===== config.mk =====
export PLATFORM = sky130hd
export DESIGN_NAME = mem_stage
export DESIGN_NICKNAME = d
export VERILOG_FILES = /design/src/rtl/mem_stage.sv
export SDC_FILE = /design/constraint.sdc
export NUM_CORES = 1
export LEC_CHECK = 0
export ABC_AREA = 0
export CORE_MARGIN = 8
export CORE_UTILIZATION = 30
export CTS_CLUSTER_SIZE = 28
export DETAILED_ROUTE_END_ITERATION = 6
export PLACE_DENSITY = 0.65
export SLEW_MARGIN = 10
export SYNTH_ARGS = -nofsm -noshare
export SYNTH_HDL_FRONTEND = slang
export SYNTH_SLANG_ARGS = --single-unit

===== constraint.sdc =====
create_clock -name clk -period 1.9 [get_ports clk]
set_input_delay 0.19 -clock clk [delete_from_list [all_inputs] [get_ports clk]]
set_output_delay 0.19 -clock clk [all_outputs]
set_load 0.01 [all_outputs]

===== src/rtl/mem_stage.sv =====
// Memory-access pipeline stage: passes ALU results straight to writeback and
// runs a req/ack data-memory transaction for loads and stores, stalling upstream.
module mem_stage #(
    parameter int unsigned DATA_W  = 16,
    parameter int unsigned INSTR_W = 16
) (
    input  logic               clk,
    input  logic               reset,
    input  logic               valid_in,
    input  logic [DATA_W-1:0]  aluresult,
    input  logic [INSTR_W-1:0] instrin,
    input  logic [DATA_W-1:0]  op2_in,
    input  logic               isld,
    input  logic               isst,
    input  logic               iswb,
    input  logic               is_branch_takenin,
    output logic               stall,
    output logic               mem_req,
    output logic               mem_we,
    output logic [DATA_W-1:0]  mem_addr,
    output logic [DATA_W-1:0]  mem_wdata,
    input  logic [DATA_W-1:0]  mem_rdata,
    input  logic               mem_ack,
    output logic               valid_out,
    output logic [DATA_W-1:0]  wbdata,
    output logic [INSTR_W-1:0] instrout,
    output logic               iswb_out
);

    typedef enum logic [0:0] {
        IDLE     = 1'b0,
        WAIT_ACK = 1'b1
    } state_t;

    state_t             state, state_n;
    logic               accept;
    logic               req_n, we_n, valid_n, iswb_n;
    logic [DATA_W-1:0]  addr_n, wdata_n, wb_n;
    logic [INSTR_W-1:0] instr_n, pend_instr, pend_instr_n;
    logic               pend_iswb, pend_iswb_n;

    assign accept = valid_in & ~is_branch_takenin;
    assign stall  = (state == WAIT_ACK);

    // Next-state and next-output computation; valid_out/iswb_out default to a bubble.
    always_comb begin
        state_n      = state;
        req_n        = mem_req;
        we_n         = mem_we;
        addr_n       = mem_addr;
        wdata_n      = mem_wdata;
        wb_n         = wbdata;
        instr_n      = instrout;
        pend_instr_n = pend_instr;
        pend_iswb_n  = pend_iswb;
        valid_n      = 1'b0;
        iswb_n       = 1'b0;
        case (state)
            IDLE: begin
                if (accept) begin
                    if (isld | isst) begin
                        state_n      = WAIT_ACK;
                        req_n        = 1'b1;
                        we_n         = isst & ~isld;
                        addr_n       = aluresult;
                        wdata_n      = op2_in;
                        pend_instr_n = instrin;
                        pend_iswb_n  = iswb;
                    end else begin
                        valid_n = 1'b1;
                        wb_n    = aluresult;
                        instr_n = instrin;
                        iswb_n  = iswb;
                    end
                end
            end
            WAIT_ACK: begin
                // Flush is ignored here: the in-flight access is older than the branch.
                if (mem_ack) begin
                    state_n = IDLE;
                    req_n   = 1'b0;
                    valid_n = 1'b1;
                    instr_n = pend_instr;
                    if (mem_we) begin
                        wb_n   = mem_addr;
                        iswb_n = 1'b0;
                    end else begin
                        wb_n   = mem_rdata;
                        iswb_n = pend_iswb;
                    end
                end
            end
            default: state_n = IDLE;
        endcase
    end

    // State and registered outputs.
    always_ff @(posedge clk or negedge reset) begin
        if (!reset) begin
            state      <= IDLE;
            mem_req    <= 1'b0;
            mem_we     <= 1'b0;
            mem_addr   <= '0;
            mem_wdata  <= '0;
            valid_out  <= 1'b0;
            wbdata     <= '0;
            instrout   <= '0;
            iswb_out   <= 1'b0;
            pend_instr <= '0;
            pend_iswb  <= 1'b0;
        end else begin
            state      <= state_n;
            mem_req    <= req_n;
            mem_we     <= we_n;
            mem_addr   <= addr_n;
            mem_wdata  <= wdata_n;
            valid_out  <= valid_n;
            wbdata     <= wb_n;
            instrout   <= instr_n;
            iswb_out   <= iswb_n;
            pend_instr <= pend_instr_n;
            pend_iswb  <= pend_iswb_n;
        end
    end

endmodule


==> out/results.tsv <==
metric	value	unit
status	complete, no violations	
Tmin final	1.783	ns
Slew Limit Fails	0	
Initial Util	30.57	%
via count	2653	
Worst VDD drop	659.0	µV
Inserted Diodes	0	
CP max stage delay	0.58	ns
CTS buffer count	9	
syn_nets	334	
Root Buffer	clkbuf_16	
Syn. warnings	0	
Clk network pwr share	26.9	%
Final ANT Viol Nets	0	
First-pass DRT Iterations	4	
Worst path top cell family by delay	buffers and inverters	
vias in the first global route	3025	
Port Buffers	140	
average wire per standard cell	17.19	µm
sequential share of the synthesized area	53.37	%
CTS sink count	86	
dpl hpwl	7232	µm
minimum hold slack	0.3783	ns
register share of total power	38.7	%
share of Yosys cell area claimed by the top area cell type	53.37	%
Slew @ Worst Pin	0.5689	ns
Synth area leaders	dfrtp_1, mux2_4, mux2_2	
LEAKAGE	2.525	nW
Pwr Density	1173	nW/µm²
Max-cap violations	0	
Row Count	42	
final cell count without fillers	589	
switching power	1.879	mW
Routed WL	10130	µm
Post-DP Area	5594	µm²
critical path cell sequence	buf_12 > clkdlybuf4s50_1	
Syn Inst Count	262	
synth-to-layout area growth	47.41	%
clock buffer depth	2	
combinational group share of total power	34.4	%
Data required, critical path	1.71	ns
Startpoint Class	flop	
fill count	1213	
Synth cell types	21	
share of layout cells above drive strength 1	29.06	%
Clock Latency Late Sink	0.34	ns
Setup crit end kind	output port	
syn avg cell area	15.39	µm²
CTS tree	built	
GP Congestion	0.7611	
final setup vio count	0	
crit path kind	reg -> out	
Reg2Reg Depth	4	
Worst EP arrival	1.59	ns
number of setup buffers added after CTS	0	
largest net degree at the start of global routing	53	
slowest CP cell	clkdlybuf4s50_1	
headroom to the max-slew limit	62.07	%
io pins	141	
die width	131.9	µm
DIE HEIGHT	131.9	µm
initial antenna violation count	0	
Final Hold Fails	0	
Synth area leader	dfrtp_1	
Vias/cell	4.504	
Max Fclk	560.9	MHz
Hold Path Class	in -> async	
design area	5944	µm²
Internal Dissipation	5.094	mW
Seq cells post-synth	86	
mapped cell area	4033	µm²
final setup TNS	0	ns
critical path depth	2	
initial DRC count	88	
Max FO, Critical Path	26	
clock skew	0.008154	ns
Inst Count DP	571	
Clk pin slew, worst setup/hold paths	0.06	ns
fin crit share	93.83	%
DIE AREA	17410	µm²
CORE AREA	13190	µm²
switching share of power	26.95	%
first-pass GRT wire length	16550	µm
GR Overflow Total	0	
CP bufs+invs	2	
DRC viols	0	
Total Routing Usage GR	11.82	%
Nets	480	
RSZ-0062 raised after global routing	no	
H-tree Lvls	3	
[synthesized netlist by cell type (all sizes together)]
master / number
a21o: 2
a21oi: 18
a22o: 1
and2b: 1
buf: 15
clkbuf: 3
dfrtp: 86
inv: 1
mux2: 97
mux2i: 16
nand2: 1
nand2b: 1
nand3: 1
nor2: 17
nor3b: 1
o21ai: 1
[power by group through the flow]
stage | clock (mW) | combinational, mW | sequential, mW
after floorplan | 0 | 0.954 | 2.86
after CTS | 1.94 | 2.43 | 2.71
after global routing | 2.02 | 2.57 | 2.77
after detailed placement | 0 | 2.42 | 2.72
after global placement | 0 | 2.38 | 2.71
final | 1.88 | 2.40 | 2.70
[cell type report]
| class | count | area (µm²) | area share [%] |
|---|---|---|---|
| inverters | 1 | 3.754 | 0.06314 |
| repair buffers | 153 | 1592 | 26.77 |
| flip-flops and latches | 86 | 2153 | 36.22 |
| clock buffers | 10 | 229.0 | 3.852 |
| multi-input cells | 157 | 1660 | 27.93 |
| well taps | 176 | 220.2 | 3.704 |
| clock inverters | 6 | 86.33 | 1.452 |
[sequential cells by signal (all words and copies together), names as in the netlist]
| register | cells |
|---|---|
| valid_out | 1 |
| stall | 1 |
| mem_we | 1 |
| pend_iswb | 1 |
| wbdata | 16 |
| mem_req | 1 |
| instrout | 16 |
| mem_wdata | 16 |
| pend_instr | 16 |
| mem_addr | 16 |
| iswb_out | 1 |
[final timing paths]
path                                        startpoint                        end  slack (ns)
worst max-delay path                   stall$_DFF_PN0_                      stall        0.12
worst min-delay path                             reset  mem_wdata[10]$_DFFE_PN0P_        0.38
worst max register to register         stall$_DFF_PN0_   mem_wdata[0]$_DFFE_PN0P_        0.17
worst min register to register  wbdata[14]$_DFFE_PN0P_     wbdata[14]$_DFFE_PN0P_        0.49
max in group asynchronous                        reset    mem_addr[0]$_DFFE_PN0P_        0.87
min in group clk                                  isld         mem_we$_DFFE_PN0P_        0.44
[layer usage]
metal,global-route usage [%],wire (µm)
met5,0,0
met4,3.318,116
met3,5.602,787
met2,18.51,4696
met1,14.17,4524
[per-stage QoR]
stage	power (mW)	setup WS [ns]	utilization (%)
5_1_grt	7.362	0.05437	45.07
4_1_cts	7.073	0.03337	44.88
3_5_place_dp	5.146	0.008167	42.41
6_report	6.973	0.1172	45.07
2_1_floorplan	3.814	0.2465	-
3_3_place_gp	5.090	0.01918	42.41
[what timing repair did]
| action | 4_1_cts | 5_1_grt |
|---|---|---|
| hold buffers | 1 | 0 |
| gates resized for setup | 0 | 0 |
| hold endpoints to repair | 41 | 0 |
| setup endpoints to repair | 0 | 1 |
[cell usage in the layout (no fill, tap or decap)]
| cell | instances |
|---|---|
| and2b_4 | 1 |
| clkdlybuf4s50_1 | 139 |
| a21oi_1 | 18 |
| inv_1 | 1 |
| buf_12 | 6 |
| mux2_2 | 40 |
| nor2_1 | 17 |
| nand2_1 | 1 |
| dlygate4sd3_1 | 1 |
| mux2_1 | 9 |
| nand2b_1 | 1 |
| clkinv_4 | 1 |
| buf_4 | 6 |
| dfrtp_2 | 1 |
| clkinv_2 | 2 |
| nor3b_4 | 1 |
| clkbuf_16 | 10 |
| a21o_1 | 2 |
| mux2_4 | 48 |
| o21ai_0 | 1 |
| mux2i_1 | 16 |
| dfrtp_1 | 85 |
| bufinv_16 | 2 |
| nand3_1 | 1 |
| a22o_2 | 1 |
| clkinvlp_4 | 1 |
| clkbuf_1 | 1 |
[kinds of logic after synthesis]
group	after synthesis	share of synthesized area, %
multiplexers	113	35.53
AO/OA/AOI/OAI	22	2.947
AND/OR/NAND/NOR	22	2.637
flip-flops	86	53.37
buffers and inverters	19	5.523
Power figures use the tool's default switching activity.
